`src/rtl/tree_stream_pkg.sv`:
```
// tree_stream_pkg: shared widths and state type for tree leaf-stage blocks
package tree_stream_pkg;
  localparam int TREE_DATA_W = 16;
  localparam int TREE_FANOUT = 5;
  typedef enum logic {ACCUM, HOLD} tree_acc_state_e;
  function automatic int cnt_width(input int n);
    return $clog2(n + 1);
  endfunction
endpackage

```
`src/rtl/tree_node_accumulator_if.sv`:
```
// tree_node_accumulator_if: input word stream plus burst result channel
interface tree_node_accumulator_if #(
  parameter int DATA_W = 16,
  parameter int CNT_W = 3,
  parameter int SUM_W = 19
);
  logic s_valid;
  logic s_ready;
  logic [DATA_W-1:0] s_data;
  logic s_last;
  logic m_valid;
  logic m_ready;
  logic [SUM_W-1:0] m_sum;
  logic [CNT_W-1:0] m_beats;
  logic m_short;
  modport master (
    output s_valid, s_data, s_last, m_ready,
    input  s_ready, m_valid, m_sum, m_beats, m_short
  );
  modport slave (
    input  s_valid, s_data, s_last, m_ready,
    output s_ready, m_valid, m_sum, m_beats, m_short
  );
endinterface

```
`src/rtl/tree_beat_counter.sv`:
```
// tree_beat_counter: saturating up-counter with synchronous clear
module tree_beat_counter #(
  parameter int MAX = 5,
  parameter int W = 3
) (
  input  logic clk,
  input  logic rst,
  input  logic clr,
  input  logic inc,
  output logic [W-1:0] cnt
);
  always_ff @(posedge clk) begin
    if (rst || clr) cnt <= '0;
    else if (inc && cnt != W'(MAX)) cnt <= cnt + 1'b1;
  end
endmodule

```
`src/rtl/tree_node_accumulator.sv`:
```
// tree_node_accumulator: sums up to BURST_LEN stream words and holds one result per burst
module tree_node_accumulator
  import tree_stream_pkg::*;
#(
  parameter int DATA_W = TREE_DATA_W,
  parameter int BURST_LEN = TREE_FANOUT,
  localparam int CNT_W = cnt_width(BURST_LEN),
  localparam int SUM_W = DATA_W + CNT_W
) (
  input logic clk,
  input logic rst,
  tree_node_accumulator_if.slave bus
);
  tree_acc_state_e state, nxt;
  logic [SUM_W-1:0] acc, sum_next, sum_q;
  logic [CNT_W-1:0] cnt, beats_q;
  logic short_q, fire, full, close;
  tree_beat_counter #(.MAX(BURST_LEN), .W(CNT_W)) u_cnt (
    .clk(clk),
    .rst(rst),
    .clr(close),
    .inc(fire),
    .cnt(cnt)
  );
  // ready depends on state only, gated low while reset is asserted
  assign bus.s_ready = state == ACCUM && !rst;
  assign bus.m_valid = state == HOLD;
  assign bus.m_sum = sum_q;
  assign bus.m_beats = beats_q;
  assign bus.m_short = short_q;
  always_comb begin
    fire = bus.s_valid && bus.s_ready;
    full = cnt == CNT_W'(BURST_LEN - 1);
    close = fire && (full || bus.s_last);
    sum_next = acc + SUM_W'(bus.s_data);
    nxt = state == ACCUM ? (close ? HOLD : ACCUM) : (bus.m_ready ? ACCUM : HOLD);
  end
  always_ff @(posedge clk) begin
    state <= rst ? ACCUM : nxt;
  end
  always_ff @(posedge clk) begin
    if (rst) begin
      acc <= '0;
      sum_q <= '0;
      beats_q <= '0;
      short_q <= 1'b0;
    end else if (close) begin
      acc <= '0;
      sum_q <= sum_next;
      beats_q <= cnt + 1'b1;
      short_q <= bus.s_last && !full;
    end else if (fire) begin
      acc <= sum_next;
    end
  end
endmodule

```
`src/flat_wrapper.sv`:
```
// flat-port wrapper written by rule: the top's interface ports become plain ports
module tree_node_accumulator_flat import tree_stream_pkg::*;
#(
  parameter int DATA_W = TREE_DATA_W,
  parameter int BURST_LEN = TREE_FANOUT,
  localparam int CNT_W = cnt_width(BURST_LEN),
  localparam int SUM_W = DATA_W + CNT_W
)
  (clk, rst, bus_s_valid, bus_s_data, bus_s_last, bus_m_ready, bus_s_ready, bus_m_valid, bus_m_sum, bus_m_beats, bus_m_short);
  tree_node_accumulator_if #(.DATA_W(DATA_W), .CNT_W(3), .SUM_W(19)) bus_i ();
  input logic clk;
  input logic rst;
  input wire logic [$bits(bus_i.s_valid)-1:0] bus_s_valid;
  input wire logic [$bits(bus_i.s_data)-1:0] bus_s_data;
  input wire logic [$bits(bus_i.s_last)-1:0] bus_s_last;
  input wire logic [$bits(bus_i.m_ready)-1:0] bus_m_ready;
  output wire logic [$bits(bus_i.s_ready)-1:0] bus_s_ready;
  output wire logic [$bits(bus_i.m_valid)-1:0] bus_m_valid;
  output wire logic [$bits(bus_i.m_sum)-1:0] bus_m_sum;
  output wire logic [$bits(bus_i.m_beats)-1:0] bus_m_beats;
  output wire logic [$bits(bus_i.m_short)-1:0] bus_m_short;
  assign bus_i.s_valid = bus_s_valid;
  assign bus_i.s_data = bus_s_data;
  assign bus_i.s_last = bus_s_last;
  assign bus_i.m_ready = bus_m_ready;
  assign bus_s_ready = bus_i.s_ready;
  assign bus_m_valid = bus_i.m_valid;
  assign bus_m_sum = bus_i.m_sum;
  assign bus_m_beats = bus_i.m_beats;
  assign bus_m_short = bus_i.m_short;
  tree_node_accumulator #(.DATA_W(DATA_W), .BURST_LEN(BURST_LEN)) u_core (.clk(clk), .rst(rst), .bus(bus_i));
endmodule
```
`config.mk`:
```
export PLATFORM = sky130hd
export DESIGN_NAME = tree_node_accumulator_flat
export DESIGN_NICKNAME = d
export VERILOG_FILES = /design/src/rtl/tree_stream_pkg.sv /design/src/rtl/tree_node_accumulator_if.sv /design/src/rtl/tree_beat_counter.sv /design/src/rtl/tree_node_accumulator.sv /design/src/flat_wrapper.sv
export SDC_FILE = /design/constraint.sdc
export NUM_CORES = 1
export LEC_CHECK = 0
export ABC_CLOCK_PERIOD_IN_PS = 4450
export CORE_MARGIN = 2
export CORE_UTILIZATION = 58
export CTS_BUF_LIST = sky130_fd_sc_hd__clkbuf_8
export DETAILED_ROUTE_END_ITERATION = 6
export PLACE_DENSITY = 0.87
export SYNTH_ARGS = -nofsm -noshare
export SYNTH_HDL_FRONTEND = slang
export SYNTH_SLANG_ARGS = --single-unit
```
`constraint.sdc`:
```
create_clock -name clk -period 4.45 [get_ports clk]
set_input_delay 0.89 -clock clk [delete_from_list [all_inputs] [get_ports clk]]
set_output_delay 0.89 -clock clk [all_outputs]
set_load 0.01 [all_outputs]
```
## Word level (Yosys, flattened, before mapping)

Index checks and enable logic that the tools add are counted.

| word-level totals | value |
|---|---|
| input bits | 21 |
| logic and storage cells | 24 |
| output and inout port bits | 25 |
| bits in registers | 46 |

| operators by class | value |
|---|---|
| add/sub/neg operators | 2 |
| bitwise gates (word level) | 1 |
| mux-type cells | 3 |
| eq/ne operators | 2 |
| reduce and logical (&&, ||, !) cells | 10 |

Operator list:

| cell | number |
|---|---|
| adder 19 x 16 -> 19 bit | 1 |
| logical AND 1 bit | 5 |
| adder 3 x 1 -> 3 bit (second input constant) | 1 |
| == test 3 bit (second input constant) | 1 |
| 2-to-1 mux 1 bit | 3 |
| != test 3 bit (second input constant) | 1 |
| zero test 1 bit | 2 |
| logical OR 1 bit | 2 |
| OR reduction 2 bit | 1 |
| NOT 1 bit | 1 |

## Longest topological paths before layout

| depth | value |
|---|---|
| word-level depth | 6 |
| mapped depth | 10 |
| gate-level depth less buffers | 10 |

## Cells and area by module

Synthesis repeated with hierarchy kept, for this count alone.

| second synthesis, totals | value |
|---|---|
| cell total of the unflattened synthesis | 322 |
| area, all modules | 2702.6 um^2 |

By module, submodules not included:

| module | instances | area each (um^2) | cells an instance | seq. area each (um^2) |
|---|---|---|---|---|
| tree_node_accumulator | 1 | 2519.9 | 306 | 860.8 |
| tree_beat_counter | 1 | 182.7 | 16 | 60.1 |

## Least setup slack after synthesis

OpenSTA, ideal clock, no wires.

| timing | value |
|---|---|
| path type | in2reg |
| from | input port bus_s_data[0] |
| to | register u_core.acc[12] |
| setup time | 62 ps |
| stages | 10 |
| slack | 1764 ps |
| required time | 4388 ps |
| path buffers | 0 |
| arrival | 2624 ps |
| path through | ha_1 -> inv_1 -> fa_1 -> nand2b_1 -> a21o_1 -> a31o_1 -> o21ai_2 -> a21oi_1 -> or4_1 -> nand3_1 |

| on the way | value |
|---|---|
| cells in the longest elaborated chain, start to end | 1 |

RTL lines:

| item | line | text |
|---|---|---|
| from (decl) | flat_wrapper.sv:14 | `input wire logic [$bits(bus_i.s_data)-1:0] bus_s_data;` |
| adder 19 x 16 -> 19 bit | tree_node_accumulator.sv:35 | `sum_next = acc + SUM_W'(bus.s_data);` |
| to (signal assigned) | tree_node_accumulator.sv:53 | `acc <= sum_next;` |
| to (decl) | tree_node_accumulator.sv:15 | `logic [SUM_W-1:0] acc, sum_next, sum_q;` |

Every way passes these cells.
A chain may end at the register's enable or synchronous reset.

## Worst setup path after layout

| timing | value |
|---|---|
| from | input port rst |
| to | register u_core.acc[15] |

| on the way | value |
|---|---|
| cells in the longest elaborated chain, start to end | 5 |

RTL lines:

| item | line | text |
|---|---|---|
| from (decl) | flat_wrapper.sv:12 | `input logic rst;` |
| zero test 1 bit | tree_node_accumulator.sv:26 | `assign bus.s_ready = state == ACCUM && !rst;` |
| logical AND 1 bit | tree_node_accumulator.sv:26 |  |
| logical AND 1 bit | tree_node_accumulator.sv:32 | `fire = bus.s_valid && bus.s_ready;` |
| logical AND 1 bit | tree_node_accumulator.sv:34 | `close = fire && (full \|\| bus.s_last);` |
| OR reduction 2 bit (no source line) | - |  |

Several ways; a longest one is shown, not always the timed one.

==> flow_metrics.tcl <==
set metrics [dict create \
    result_of_the_run "finished, final reports clean" \
    crit_path_start_kind "input pin" \
    mappedNetlistArea_um2 2530 \
    gpl.final_weighted_congestion 0.912 \
    layout.cells.non_filler 404 \
    areaGrowthSynthToFinish_pct 21.6 \
    first_pass_grt_wire_length_um 9640 \
    yosys.cell_count.top_type "sky130_fd_sc_hd__nand2_1" \
    crit_path_max_fanout 26 \
    synthesis.nets 354 \
    postCtsHoldBufs 0 \
    buffer_levels_on_the_longest_clock_path 2 \
    nFillCells 351 \
    placed_wire_length_estimate_um 4090 \
    timing.fmax_mhz 319 \
    path_clk_slew_ns 0.09 \
    number_of_cell_instances_on_the_worst_register_to_register_path 7 \
    critical_path.endpoint "u_core.acc[15]$_SDFFE_PP0P_" \
    cts.sink_count 46 \
    groute.usage.overall_pct 24.1 \
    power_per_cell_area_nw_per_um2 299 \
    pin_count 46 \
    insertedDiodeCount 0 \
    std_cell_rows 24 \
    placement.io_buffers 45 \
    cts_resized 0 \
    first_pass_iters 4 \
    maxCapViolations 0 \
    grt_start_max_net_pins 29 \
    htree_levels 2 \
    cp-startpoint "rst" \
    finalNetCount 392 \
    chip_width_um 70.0 \
    synthesis.yosys.warnings 0 \
    numCtsBuffers 5 \
    rr_endpoint "u_core.acc[15]$_SDFFE_PP0P_" \
    critical_path_class "in2reg" \
    timing.final.setup_violations 0 \
    detailedRoute.firstIterationViolations 148 \
    cellInternalPower_uw 643 \
    detailroute.via_count 2269 \
    routedWlPerCell_um 14.0 \
    via_per_inst 5.62 \
    drive_gt1_share_pct 6.25 \
    hold_viol 0 \
    post-cts-setup-buffers 0 \
    synth-main-ff-cell "sky130_fd_sc_hd__dfxtp_1" \
    synth-edff-count 0 \
    total_switching_power_uw 276 \
    placed_cells_incl_taps 396 \
    worst-endpoint-arrival_ns 3.38 \
    worstHoldPathType "reg2reg" \
    initial_utilization_pct 59.3 \
    max_slew_margin_pct 51.6 \
    synth_area_leaders "sky130_fd_sc_hd__dfxtp_1 (36%), sky130_fd_sc_hd__ha_1 (9.4%), sky130_fd_sc_hd__nand2_1 (8.2%)" \
    fin_tns_setup_ns 0 \
    fin_crit_sh_pct 70.4 \
    syn_area_per_cell_um2 8.07 \
    critPathCaptureType "flop" \
    synth.top_cells.by_count "sky130_fd_sc_hd__nand2_1 (55), sky130_fd_sc_hd__dfxtp_1 (46), sky130_fd_sc_hd__a21oi_1 (27), sky130_fd_sc_hd__nand3_1 (23), sky130_fd_sc_hd__o21ai_0 (22)" \
    grt_remaining_overflow 0 \
    layout_min_cycle_time_ns 3.13 \
    tightestPinTransition_ns 0.725 \
    clk_root_buffer_cell "sky130_fd_sc_hd__clkbuf_8" \
    p_comb_share_pct 23.4 \
    synth_cell_type_count 48 \
    ir_drop_uv 206 \
    synth_top_area_share_pct 36.4 \
    sequential_share_of_the_synthesized_area_pct 36.4 \
    synth_top_cell_by_area "sky130_fd_sc_hd__dfxtp_1" \
    die-area_um2 4900 \
    rsz0062_at_grt "no" \
    power.static_leakage_nw 1.18 \
    wl_um 5650 \
    drt.antenna.violating_nets 0 \
    synth_async_sr_flop_share_pct 0 \
    startpoint_of_the_worst_register_to_register_path "u_core.u_cnt.cnt[0]$_SDFFE_PP0P_" \
    share_clk_of_total_power_pct 27.7 \
    drcViolationCount 0 \
    tritoncts "yes" \
    first_global_vias 2162 \
    synth-seq-cells 46 \
    clock-skew-final_ns 0.00532 \
    design.core.area_um2 4260 \
    p_sw_share_pct 30.0 \
    post_synth_inst_count 313 \
    fp.dieH_um 70.0 \
    share_seq_of_total_power_pct 48.9 \
    r2r_slack_ns 1.79 \
    final-max-slew-violation-count 0 \
    initial_antenna_violation_count 0 \
    clock_latency_ns 0.30 \
    required_time_of_the_critical_path_ns 4.70 \
]
==> through the flow <==
step | power [mW] | setup WS (ns) | cell area, um2 | hold WS [ns] | utilization, %
after global placement | 0.668 | 1.15 | 2990 | 0.444 | 70.0
after detailed placement | 0.671 | 1.06 | 2990 | 0.451 | 70.0
final | 0.919 | 1.32 | 3070 | 0.461 | 72.1
after CTS | 0.921 | 1.34 | 3070 | 0.463 | 72.1
after global routing | 0.965 | 1.12 | 3070 | 0.480 | 72.1
after floorplan | 0.596 | 1.76 | 2530 | 0.436 | -
==> registers in the layout, indices dropped and copies added, names as in the netlist <==
| signal | flops |
|---|---|
| u_core.u_cnt.cnt | 3 |
| u_core.bus.m_sum | 19 |
| u_core.bus.m_short | 1 |
| u_core.bus.m_beats | 3 |
| u_core.bus.m_valid | 1 |
| u_core.acc | 19 |
==> critical path, cell delays in order <==
cell,delay (ns)
sky130_fd_sc_hd__clkdlybuf4s50_1,0.54
sky130_fd_sc_hd__nor2_1,0.09
sky130_fd_sc_hd__and2_4,0.24
sky130_fd_sc_hd__nand2b_2,0.35
sky130_fd_sc_hd__nand2_1,0.54
sky130_fd_sc_hd__or4_1,0.66
sky130_fd_sc_hd__nand3_1,0.08
==> worst min-delay path by stage <==
stage | start | to | depth (start not counted) | slack (ns)
after detailed placement | u_core.acc[10]$_SDFFE_PP0P_ | u_core.acc[10]$_SDFFE_PP0P_ | 2 | 0.45
after global placement | u_core.bus.m_sum[10]$_SDFFE_PP0P_ | u_core.bus.m_sum[10]$_SDFFE_PP0P_ | 2 | 0.44
after floorplan | u_core.acc[14]$_SDFFE_PP0P_ | u_core.acc[14]$_SDFFE_PP0P_ | 2 | 0.44
final | u_core.bus.m_sum[7]$_SDFFE_PP0P_ | u_core.bus.m_sum[7]$_SDFFE_PP0P_ | 2 | 0.46
after CTS | u_core.acc[10]$_SDFFE_PP0P_ | u_core.acc[10]$_SDFFE_PP0P_ | 2 | 0.46
after global routing | u_core.acc[4]$_SDFFE_PP0P_ | u_core.acc[4]$_SDFFE_PP0P_ | 2 | 0.48
==> logic make-up (layout without fill, tap and decap cells) <==
| kind of cell | Yosys count | in the layout | synth area share [%] |
|---|---|---|---|
| compound gates | 83 | 83 | 20.1 |
| xor+xnor | 21 | 21 | 7.28 |
| fa+ha+maj | 20 | 20 | 10.2 |
| buf+inv | 24 | 63 | 4.16 |
| flops | 46 | 46 | 36.4 |
| mux | 1 | 1 | 0.396 |
| simple gates | 118 | 118 | 21.4 |
==> layer usage <==
layer	track usage [%]	up-vias	part of all wire [%]	routed length (um)
met2	41.2	60	47	2650
met1	30.0	1038	45	2570
li1	-	1161	-	-
met3	5.05	10	5.5	310
met4	8.76	0	2.1	117
met5	0	-	0	0
==> final cells by class <==
class	instances	area [um2]	share of cell area, %
clock inverter	3	17.5	0.570
tap	52	65.1	2.12
inverter	7	26.3	0.855
multi-input combinational	243	1500	48.9
timing repair buffer	48	473	15.4
sequential	46	921	30.0
clock buffer	5	68.8	2.24
==> power by group through the flow <==
| stage | clock network, mW | logic [mW] | registers (mW) |
|---|---|---|---|
| after floorplan | 0 | 0.132 | 0.463 |
| after global placement | 0 | 0.210 | 0.458 |
| after detailed placement | 0 | 0.212 | 0.459 |
| after CTS | 0.258 | 0.214 | 0.449 |
| after global routing | 0.275 | 0.237 | 0.453 |
| final | 0.255 | 0.215 | 0.449 |
==> cell usage in the layout, fill, tap and decap left out, drive strengths merged, types with 4 or more instances in the layout <==
cell,instances
a211oi,4
a21oi,28
clkbuf,5
clkdlybuf4s50,45
dfxtp,46
ha,19
inv,8
nand2,56
nand3,23
nor2,17
o21ai,32
xnor2,13
xor2,8
(Power assumes the default switching activity.)
